<file path="config.mk">
export PLATFORM = sky130hd
export DESIGN_NAME = fetch_queue
export DESIGN_NICKNAME = d
export VERILOG_FILES = /design/src/rtl/fetch_queue.sv
export SDC_FILE = /design/constraint.sdc
export NUM_CORES = 1
export LEC_CHECK = 0
export ABC_AREA = 1
export CAP_MARGIN = 20
export CORE_MARGIN = 5
export CORE_UTILIZATION = 62
export CTS_BUF_LIST = sky130_fd_sc_hd__clkbuf_8
export CTS_CLUSTER_SIZE = 14
export DETAILED_ROUTE_END_ITERATION = 6
export GPL_ROUTABILITY_DRIVEN = 1
export PLACE_DENSITY = 0.94
export SYNTH_ARGS = -nofsm -noshare
export SYNTH_HDL_FRONTEND = slang
export SYNTH_SLANG_ARGS = --single-unit
</file>
<file path="constraint.sdc">
create_clock -name clk -period 7.45 [get_ports clk]
set_clock_uncertainty 0.15 [all_clocks]
set_input_delay 1.49 -clock clk [delete_from_list [all_inputs] [get_ports clk]]
set_output_delay 1.49 -clock clk [all_outputs]
set_load 0.005 [all_outputs]
</file>
<file path="src/rtl/fetch_queue.sv">
`default_nettype none
// ============================================================================
// fetch_queue : sequential instruction fetch into a small FIFO feeding decode.
// Optional macro FETCH_STATS_EN adds fetched/flushed statistics counters.
// Revision 1.0
// ============================================================================
module fetch_queue #(
  parameter int DEPTH   = 4,
  parameter int INSTR_W = 9,
  parameter int ADDR_W  = 32
) (
  input  logic               clk,
  input  logic               reset,
  output logic               imem_req,
  output logic [ADDR_W-1:0]  imem_addr,
  input  logic [INSTR_W-1:0] imem_rdata,
  input  logic               redirect_en,
  input  logic [ADDR_W-1:0]  redirect_pc,
  output logic               instr_valid,
  output logic [INSTR_W-1:0] instr,
  output logic [ADDR_W-1:0]  instr_pc,
  input  logic               instr_ready
`ifdef FETCH_STATS_EN
  ,
  output logic [15:0]        stat_fetched,
  output logic [15:0]        stat_flushed
`endif
);

  localparam int PW = $clog2(DEPTH);
  localparam int CW = PW + 1;
  localparam logic [CW-1:0] C_DEPTH = CW'(DEPTH);

  logic [PW-1:0]      r_head;
  logic [PW-1:0]      r_tail;
  logic [CW-1:0]      r_count;
  logic               r_inflight;
  logic [ADDR_W-1:0]  r_fetch_pc;
  logic [ADDR_W-1:0]  r_inflight_pc;
  logic [INSTR_W-1:0] r_instr_mem [DEPTH];
  logic [ADDR_W-1:0]  r_pc_mem    [DEPTH];

  logic [CW-1:0]      w_occupancy;
  logic               w_issue;
  logic               w_push;
  logic               w_pop;

  // Counting the in-flight word reserves its slot, so a response never overflows.
  assign w_occupancy = r_count + CW'(r_inflight);
  assign w_issue     = !reset && !redirect_en && (w_occupancy < C_DEPTH);
  assign w_push      = r_inflight && !redirect_en;
  assign w_pop       = instr_valid && instr_ready && !redirect_en;

  assign imem_req    = w_issue;
  assign imem_addr   = r_fetch_pc;
  assign instr_valid = (r_count != '0);
  assign instr       = r_instr_mem[r_head];
  assign instr_pc    = r_pc_mem[r_head];

  always_ff @(posedge clk or posedge reset) begin
    if (reset) begin
      r_fetch_pc    <= '0;
      r_inflight    <= 1'b0;
      r_inflight_pc <= '0;
    end else if (redirect_en) begin
      r_fetch_pc <= redirect_pc;
      r_inflight <= 1'b0;
    end else begin
      r_inflight <= w_issue;
      if (w_issue) begin
        r_fetch_pc    <= r_fetch_pc + ADDR_W'(1);
        r_inflight_pc <= r_fetch_pc;
      end
    end
  end

  always_ff @(posedge clk or posedge reset) begin
    if (reset) begin
      r_head  <= '0;
      r_tail  <= '0;
      r_count <= '0;
    end else if (redirect_en) begin
      r_head  <= '0;
      r_tail  <= '0;
      r_count <= '0;
    end else begin
      if (w_push) r_tail <= r_tail + PW'(1);
      if (w_pop)  r_head <= r_head + PW'(1);
      case ({w_push, w_pop})
        2'b10:   r_count <= r_count + CW'(1);
        2'b01:   r_count <= r_count - CW'(1);
        default: r_count <= r_count;
      endcase
    end
  end

  // Storage carries no reset; entries are only observed while counted valid.
  always_ff @(posedge clk) begin
    if (w_push) begin
      r_instr_mem[r_tail] <= imem_rdata;
      r_pc_mem[r_tail]    <= r_inflight_pc;
    end
  end

`ifdef FETCH_STATS_EN
  logic [15:0] r_stat_fetched;
  logic [15:0] r_stat_flushed;
  logic [16:0] w_flush_sum;

  assign w_flush_sum  = {1'b0, r_stat_flushed} + 17'(r_count) + 17'(r_inflight);
  assign stat_fetched = r_stat_fetched;
  assign stat_flushed = r_stat_flushed;

  always_ff @(posedge clk or posedge reset) begin
    if (reset) begin
      r_stat_fetched <= '0;
      r_stat_flushed <= '0;
    end else begin
      if (w_push && (r_stat_fetched != 16'hFFFF))
        r_stat_fetched <= r_stat_fetched + 16'd1;
      if (redirect_en)
        r_stat_flushed <= w_flush_sum[16] ? 16'hFFFF : w_flush_sum[15:0];
    end
  end
`endif

endmodule
`default_nettype wire

</file>
# Word-level counts from Yosys, hierarchy flattened
# Memory sizes are Yosys's and may differ from the RTL's.
# Cells that the tools add are included.
classes:
  magnitude_cmp: 1
  bitwise_logic: 1
  n_addsub: 6
  shift: 0
  n_eq_ne: 2
  n_reduce_logical: 13
  n_div: 0
  multipliers: 0
  n_mux: 11
ops:
  columns: ["cell", "count"]
  rows:
  - ["32-bit two-way mux", 2]
  - ["32-bit by 1-bit adder with 32-bit output (second input constant)", 1]
  - ["2-bit two-way mux", 4]
  - ["3-bit one-hot mux with 2 select lines", 1]
  - ["2-bit nonzero test", 3]
  - ["3-bit nonzero test", 2]
  - ["1-bit logical AND", 5]
  - ["2-bit by 1-bit adder with 2-bit output (second input constant)", 2]
  - ["3-bit by 1-bit adder with 3-bit output", 1]
  - ["3-bit by 1-bit adder with 3-bit output (second input constant)", 1]
  - ["3-bit less-than comparator (second input constant)", 1]
  - ["1-bit two-way mux", 3]
  - ["3-bit two-way mux", 1]
  - ["3-bit by 1-bit subtractor with 3-bit output (second input constant)", 1]
  - ["2-bit by 1-bit == test with 1-bit output (second input constant)", 1]
  - ["2-bit == test (second input constant)", 1]
  - ["1-bit logical NOT", 2]
  - ["2-bit AND reduction", 1]
  - ["1-bit inverter", 1]
totals:
  register_bits: 72
  latchBits: 0
  out_inout_bits: 75
  memories: 2
  mem_bits_rw: 164
  romBits: 0
mem_list:
  columns: ["memory", "words", "width", "read_ports", "rd_ports_with_merged_regs", "wr", "line_no", "text"]
  rows:
  - ["r_pc_mem", 4, 32, 1, 0, 1, "41", "logic [ADDR_W-1:0] r_pc_mem [DEPTH];"]
  - ["r_instr_mem", 4, 9, 1, 0, 1, "40", "logic [INSTR_W-1:0] r_instr_mem [DEPTH];"]

# Depth between registers and ports, before layout
# Gate-level depths: netlist of the first run.
depth:
  ltp_word: 6
  depth_mapped: 10
  mapped_depth_nobuf: 10

# Worst setup path after synthesis of the first run
# OpenSTA, ideal clock, no wires.
synth_timing:
  path_type: "input port to flip-flop"
  from: "input redirect_en"
  to: "memory r_instr_mem[0][0], enable pin"
  cell_stages: 4
  path_slack_ns: 3.186
  path_buffers: 1
  required_time_ns: 6.861
  arrival_ns: 3.674
  path_cell_list: "buf_2 -> nor2_1 -> inv_1 -> nor2_1"
synth_via:
  elab_chain_len: 4
synth_lines:
  columns: ["item", "line_no", "text"]
  rows:
  - ["start, declared", "17", "input logic redirect_en,"]
  - ["1-bit logical NOT", "51", "assign w_push = r_inflight && !redirect_en;"]
  - ["1-bit logical AND", "51", null]
  - ["1-bit two-way mux", "99", "if (w_push) begin"]
  - ["1-bit two-way mux (not written as such)", "100", "r_instr_mem[r_tail] <= imem_rdata;"]
  - ["end, declared", "40", null]
# Every way passes these cells.

# Worst setup path in the final report of the first run
layout_timing:
  from: "input redirect_en"
  to: "output imem_req"
layout_via:
  elab_chain_len: 3
layout_lines:
  columns: ["item", "line_no", "text"]
  rows:
  - ["1-bit logical NOT", "50", "assign w_issue = !reset && !redirect_en && (w_occupancy < C_DEPTH);"]
  - ["1-bit logical AND (2 in series)", "50", null]
  - ["end, declared", "14", "output logic imem_req,"]
# Every way passes these cells.

==> flow_summary.json, run 1 <==
{
  "ant_nets": 0,
  "worst_slew_pin_slew_ns": 0.887,
  "gpl.final_weighted_congestion": 0.918,
  "dp_slack_ns": 2.33,
  "p_int_mw": 2.61,
  "cp_num_buf_inv": 5,
  "die_height_um": 138,
  "drt_wl_total_um": 23700,
  "tritoncts.num_buffers": 37,
  "route.detailed.vias_per_inst": 5.69,
  "syn_area_per_cell_sq_um": 10.4,
  "setup_ws_ns": 2.34,
  "power.leakage_nw": 4.85,
  "worst_r2r_startpoint": "r_count[0]",
  "routed-via-count": 7588,
  "power_switching_share_pct": 29.7,
  "floorplan_die_width_um": 138,
  "cp_max_fo": 68,
  "hold_buffers": 0,
  "dp_hpwl_um": 15000,
  "whs_path_depth": 0,
  "clockBufferDepth": 3,
  "synth.cell_area_sq_um": 10100,
  "timing.hold.worst.start": "r_inflight_pc[8]",
  "postCtsSetupBuffers": 0,
  "grt_first_pass_wirelength_um": 37400,
  "min_period_over_period_pct": 68.5,
  "drtPass1Iterations": 5,
  "comb_power_share_pct": 22.3,
  "grt_overflow_total": 0,
  "p_seq_share_pct": 48.9,
  "critical_path.startpoint_type": "primary input",
  "clk_transition_reported_paths_ns": 0.06,
  "timing.critical_path.arrival_ns": 3.47,
  "core_area_sq_um": 15900,
  "peakVddDrop_v": 0.000193,
  "timing.final.setup_violations": 0,
  "reg2reg_depth": 8,
  "power.net_switching_mw": 1.11,
  "worst_hold_path_type": "reg2reg",
  "antenna_found_initial": 0,
  "number_of_antenna_diodes": 0,
  "track_usage_pct": 25.7,
  "grt_pass1_vias": 7563,
  "syn_nets": 1023,
  "timing.critical_path.cells": "clkdlybuf4s50_1, buf_4, nor2_2, nand3_2, buf_4, inv_1, clkdlybuf4s50_1",
  "number_of_warning_messages_in_the_yosys_log": 0,
  "floorplan_row_count": 46,
  "largest_net_degree_at_the_start_of_global_routing": 84,
  "clock_power_share_pct": 28.9,
  "layout-drive-gt1-share_pct": 8.05,
  "cpMaxStageDelayCell": "sky130_fd_sc_hd__buf_4",
  "initial_utilization_pct": 63.5,
  "setup_repair_after_global_routing_missed_its_margin": "false",
  "cts.sinks": 236,
  "detail_route.wl_per_cell_um": 17.8,
  "critical_path.startpoint": "redirect_en",
  "timing.critical_path.required_ns": 5.81,
  "final-hold-violation-count": 0,
  "fp.dieArea_sq_um": 19000,
  "portBuffers": 119,
  "max_cap_violations": 0,
  "slew_violations": 0,
  "critical_path.max_stage_delay_ns": 0.48,
  "timing_worst_setup_path_type": "in2out",
  "timing.critical_path.depth": 7,
  "timing.critical_path.to_type": "output port",
  "crit_family": "buffers and inverters",
  "drc": 0,
  "clock_latency_ns": 0.52,
  "fin_setup_tns_ns": 0,
  "timing.max_slew.rel_slack_pct": 40.9,
  "num-nets-final": 1150,
  "starting_drt_drc_count": 697,
  "area_growth_pct": 20.6,
  "status": "finished clean",
  "post_synth_num_cell_types": 28,
  "minimum_clock_period_after_layout_ns": 5.11,
  "resized_gates_after_cts": 0,
  "clockRootBuffer": "sky130_fd_sc_hd__clkbuf_8",
  "synth_seq_area_share_pct": 66.4,
  "ys_ff_latch": 236,
  "io-pin-count": 120,
  "cts_tree": "yes",
  "cts_htree_levels": 2,
  "power.density_cell_area_nw_per_um2": 305,
  "netlist_instances": 972,
  "fmax_ghz": 0.196,
  "synth_largest_area_cell": "sky130_fd_sc_hd__edfxtp_1",
  "yosys-top-cells-area": "sky130_fd_sc_hd__edfxtp_1 49%, sky130_fd_sc_hd__dfrtp_1 18%, sky130_fd_sc_hd__nand2_1 8.0%",
  "synth_top_cell_area_share_pct": 48.6
}
==> Yosys cell counts <==
| cell type | instances |
|---|---|
| sky130_fd_sc_hd__a21oi_1 | 2 |
| sky130_fd_sc_hd__buf_1 | 2 |
| sky130_fd_sc_hd__buf_2 | 8 |
| sky130_fd_sc_hd__buf_4 | 2 |
| sky130_fd_sc_hd__buf_6 | 3 |
| sky130_fd_sc_hd__clkbuf_1 | 27 |
| sky130_fd_sc_hd__dfrtp_1 | 72 |
| sky130_fd_sc_hd__edfxtp_1 | 164 |
| sky130_fd_sc_hd__fa_1 | 1 |
| sky130_fd_sc_hd__ha_1 | 5 |
| sky130_fd_sc_hd__inv_1 | 81 |
| sky130_fd_sc_hd__inv_2 | 1 |
| sky130_fd_sc_hd__nand2_1 | 215 |
| sky130_fd_sc_hd__nand2_2 | 6 |
| sky130_fd_sc_hd__nand2_4 | 3 |
| sky130_fd_sc_hd__nand3_1 | 40 |
| sky130_fd_sc_hd__nand3_2 | 1 |
| sky130_fd_sc_hd__nand4_1 | 1 |
| sky130_fd_sc_hd__nor2_1 | 123 |
| sky130_fd_sc_hd__nor2_2 | 8 |
| sky130_fd_sc_hd__nor2_4 | 6 |
| sky130_fd_sc_hd__nor2_8 | 1 |
| sky130_fd_sc_hd__nor3_1 | 1 |
| sky130_fd_sc_hd__o211ai_1 | 8 |
| sky130_fd_sc_hd__o21ai_0 | 124 |
| sky130_fd_sc_hd__o21ai_1 | 16 |
| sky130_fd_sc_hd__o22ai_1 | 41 |
| sky130_fd_sc_hd__xor2_1 | 10 |
==> per-stage QoR <==
stage	hold WS [ns]	area [sq um]	power (mW)	std cells	util, %
after global placement	0.345	11500	2.60	1276	72.2
after CTS	0.378	12200	3.73	1334	76.6
after global routing	0.403	12200	3.91	1334	76.6
after floorplan	0.326	10100	2.21	972	-
final	0.370	12200	3.72	1334	76.6
after detailed placement	0.359	11500	2.65	1276	72.2
==> cells by family (layout without fill, tap and decap cells) <==
family,after synthesis,after routing,share of synthesized area (%)
DFF,236,236,66.4
buffers and inverters,124,270,4.99
adders and majority gates,6,6,0.815
and+or+nand+nor,405,405,16.8
xor gates and xnor gates,10,10,0.865
AOI/OAI and AO/OA,191,191,10.1
==> power groups by stage <==
stage | clock network [mW] | logic, mW | registers, mW
2_1_floorplan | 0 | 0.436 | 1.77
3_3_place_gp | 0 | 0.784 | 1.82
3_5_place_dp | 0 | 0.822 | 1.83
4_1_cts | 1.09 | 0.833 | 1.81
5_1_grt | 1.15 | 0.920 | 1.84
6_report | 1.07 | 0.829 | 1.82
==> flip-flops by register name, indices dropped and copies added, names as in the netlist <==
register and count:
r_pc_mem 128, r_inflight_pc 32, imem_addr 32, r_tail 2
r_inflight 1, r_count 3, r_head 2, r_instr_mem 36
==> routing by layer <==
layer / global-route usage, % / up-vias / routed length, um
li1: - / 3537 / -
met1: 33.4 / 3631 / 9430
met2: 42.1 / 354 / 11500
met3: 5.33 / 66 / 1900
met4: 11.7 / 0 / 869
met5: 0 / - / 0
==> worst paths after layout <==
| path | end | slack [ns] |
|---|---|---|
| max | imem_req | 2.34 |
| max reg2reg | imem_addr[4] | 5.05 |
| min in group asynchronous | r_head[1] | 1.47 |
| min | r_pc_mem[0][8] | 0.37 |
| max in group asynchronous | r_head[0] | 5.08 |
| min reg2reg | r_pc_mem[0][8] | 0.37 |
==> cell usage in the layout, fill, tap and decap left out, types with 2 or more instances in the layout <==
cell,n
sky130_fd_sc_hd__edfxtp_1,164
sky130_fd_sc_hd__a21oi_1,2
sky130_fd_sc_hd__clkdlybuf4s50_1,119
sky130_fd_sc_hd__nand3_1,40
sky130_fd_sc_hd__nor2_2,8
sky130_fd_sc_hd__buf_4,11
sky130_fd_sc_hd__clkbuf_8,38
sky130_fd_sc_hd__bufinv_16,4
sky130_fd_sc_hd__nor2_1,119
sky130_fd_sc_hd__o211ai_1,8
sky130_fd_sc_hd__dfrtp_1,71
sky130_fd_sc_hd__o21ai_1,16
sky130_fd_sc_hd__nand2_2,6
sky130_fd_sc_hd__o22ai_1,41
sky130_fd_sc_hd__xor2_1,10
sky130_fd_sc_hd__nand2_4,3
sky130_fd_sc_hd__inv_2,3
sky130_fd_sc_hd__nand2_1,215
sky130_fd_sc_hd__inv_1,88
sky130_fd_sc_hd__o21ai_0,124
sky130_fd_sc_hd__nor2_4,10
sky130_fd_sc_hd__clkinv_1,3
sky130_fd_sc_hd__clkinv_2,4
sky130_fd_sc_hd__ha_1,5
==> worst reg2reg max path: cells and delay by family (launching register included) <==
kind                   cells  cell delay [ns]
AND/OR/NAND/NOR            5             0.80
buffers and inverters      2             0.84
flip-flops                 1             0.44
AO/OA/AOI/OAI              1             0.09
==> final cells by class <==
type	instances	area, sq um
Fill cell	1004	3730
Timing Repair Buffer	130	1270
Inverter	82	308
Sequential cell	236	6730
Clock inverter	20	185
Clock buffer	38	523
Multi-Input combinational cell	612	2930
Tap cell	216	270
No activity file was read; power rests on OpenSTA's default activity.
==> inputs of run 2 (changes only) <==
CORE_UTILIZATION = 52   (was 62)
PLACE_DENSITY = 0.85   (was 0.94)
clock period = 4.6 ns   (was 7.45 ns; I/O delays follow)
==> flow_summary.json, run 2 (synthesis results as in run 1) <==
{
  "timing.critical_path.arrival_ns": 2.72,
  "timing.critical_path.required_ns": 3.53,
  "power.leakage_nw": 4.90,
  "power.density_cell_area_nw_per_um2": 489,
  "resized_gates_after_cts": 0,
  "drt_wl_total_um": 22900,
  "initial_utilization_pct": 52.4,
  "track_usage_pct": 20.9,
  "fin_setup_tns_ns": 0,
  "hold_buffers": 0,
  "clock_latency_ns": 0.53,
  "clockRootBuffer": "sky130_fd_sc_hd__clkbuf_8",
  "num-nets-final": 1152,
  "worst_slew_pin_slew_ns": 0.772,
  "layout-drive-gt1-share_pct": 8.58,
  "ant_nets": 0,
  "max_cap_violations": 0,
  "starting_drt_drc_count": 572,
  "routed-via-count": 7404,
  "tritoncts.num_buffers": 37,
  "portBuffers": 119,
  "timing_worst_setup_path_type": "reg2out",
  "die_height_um": 150,
  "dp_hpwl_um": 15300,
  "power.net_switching_mw": 1.80,
  "cpMaxStageDelayCell": "sky130_fd_sc_hd__inv_1",
  "postCtsSetupBuffers": 0,
  "crit_family": "buffers and inverters",
  "area_growth_pct": 21.8,
  "largest_net_degree_at_the_start_of_global_routing": 84,
  "clockBufferDepth": 3,
  "power_switching_share_pct": 29.8,
  "gpl.final_weighted_congestion": 0.905,
  "grt_first_pass_wirelength_um": 37000,
  "drc": 0,
  "min_period_over_period_pct": 82.5,
  "cts_tree": "yes",
  "peakVddDrop_v": 0.000200,
  "grt_pass1_vias": 7343,
  "timing.critical_path.to_type": "output port",
  "minimum_clock_period_after_layout_ns": 3.79,
  "grt_overflow_total": 0,
  "core_area_sq_um": 19300,
  "critical_path.max_stage_delay_ns": 0.56,
  "largest-register": "r_pc_mem",
  "number_of_antenna_diodes": 0,
  "slew_violations": 0,
  "most-common-layout-cells": "215 x sky130_fd_sc_hd__nand2_1, 164 x sky130_fd_sc_hd__edfxtp_1, 124 x sky130_fd_sc_hd__o21ai_0",
  "reg2reg_setup_slack_ns": 2.21,
  "drtPass1Iterations": 5,
  "cp_max_fo": 24,
  "cts_htree_levels": 2,
  "p_int_mw": 4.23,
  "busiest_layer": "met2",
  "post_layout_nonfiller_instances": 1395,
  "timing.max_slew.rel_slack_pct": 48.6,
  "critical_path.startpoint_type": "register",
  "fmax_ghz": 0.264,
  "detail_route.wl_per_cell_um": 16.4,
  "dp_cells": 1327,
  "groute.layer.met1.usage_pct": 29.3,
  "use_met3_pct": 3.51,
  "dpl-instance-area_sq_um": 11600,
  "io-pin-count": 120,
  "setup_repair_after_global_routing_missed_its_margin": "false",
  "antenna_found_initial": 0,
  "flip_flop_count_of_the_largest_register_all_copies_and_words_added": 128,
  "status": "finished clean",
  "timing.critical_path.cells": "inv_1, buf_4, o21ai_0, o22ai_1, clkdlybuf4s50_1",
  "timing.final.setup_violations": 0,
  "worst_hold_path_type": "reg2reg",
  "cts.sinks": 236,
  "layout.filler_cells": 1463,
  "final-hold-violation-count": 0,
  "clock_power_share_pct": 29.2,
  "floorplan_die_width_um": 150,
  "cp_num_buf_inv": 3,
  "route.detailed.vias_per_inst": 5.31,
  "clk_transition_reported_paths_ns": 0.06,
  "mostFrequentLayoutCell": "sky130_fd_sc_hd__nand2_1",
  "p_seq_share_pct": 48.8,
  "fp.dieArea_sq_um": 22400,
  "final_design_area_no_fill_sq_um": 12300,
  "gr-usage-met2_pct": 33.6,
  "comb_power_share_pct": 22.0,
  "floorplan_row_count": 51,
  "top_regs": "r_pc_mem x128, r_instr_mem x36"
}
## run 2: changes by cell type in the layout (fill, tap and decap cells not counted), sizes merged
cell / previous run / this run
bufinv: 4 / 3
buf: 11 / 13
inv: 91 / 97
clkinv: 7 / 8
clkinvlp: 0 / 2
clkbuf: 38 / 40
## run 2: final cells by class
cell class | count | area, sq um | share of cell area [%]
timing repair buffer | 132 | 1290 | 10.5
clock buffer | 40 | 551 | 4.46
multi-input combinational | 612 | 2930 | 23.7
tap | 265 | 332 | 2.69
sequential | 236 | 6730 | 54.6
clock inverter | 28 | 199 | 1.61
inverter | 82 | 308 | 2.50
## run 2: path summary, 6_finish.rpt
kind	from	end	cells past startpoint
min reg2reg	r_inflight_pc[31]	r_pc_mem[0][31]	0
max	r_head[1]	instr_pc[10]	5
max reg2reg	r_count[0]	imem_addr[3]	8
max in group asynchronous	reset	imem_addr[11]	3
min	r_inflight_pc[31]	r_pc_mem[0][31]	0
min in group asynchronous	reset	imem_addr[20]	2
## run 2: power groups by stage
stage | Combinational [mW] | Sequential (mW) | Clock [mW]
2_1_floorplan | 0.707 | 2.87 | 0
3_3_place_gp | 1.28 | 2.95 | 0
3_5_place_dp | 1.33 | 2.97 | 0
4_1_cts | 1.34 | 2.93 | 1.79
5_1_grt | 1.48 | 2.98 | 1.90
6_report | 1.32 | 2.94 | 1.76
## run 2: layer usage
metal | vias up | wire (um)
li1 | 3559 | -
met1 | 3492 | 9760
met2 | 306 | 10700
met3 | 47 | 1800
met4 | 0 | 559
met5 | - | 0
## run 2: per-stage QoR
step	hold WS, ns	worst slack (ns)	power [mW]	util [%]
finish	0.365	0.807	6.03	63.8
global route	0.390	0.647	6.35	63.8
CTS	0.364	0.732	6.06	63.8
detailed placement	0.356	1.15	4.30	59.9
global placement	0.344	1.22	4.24	59.9
floorplan	0.326	0.906	3.57	-
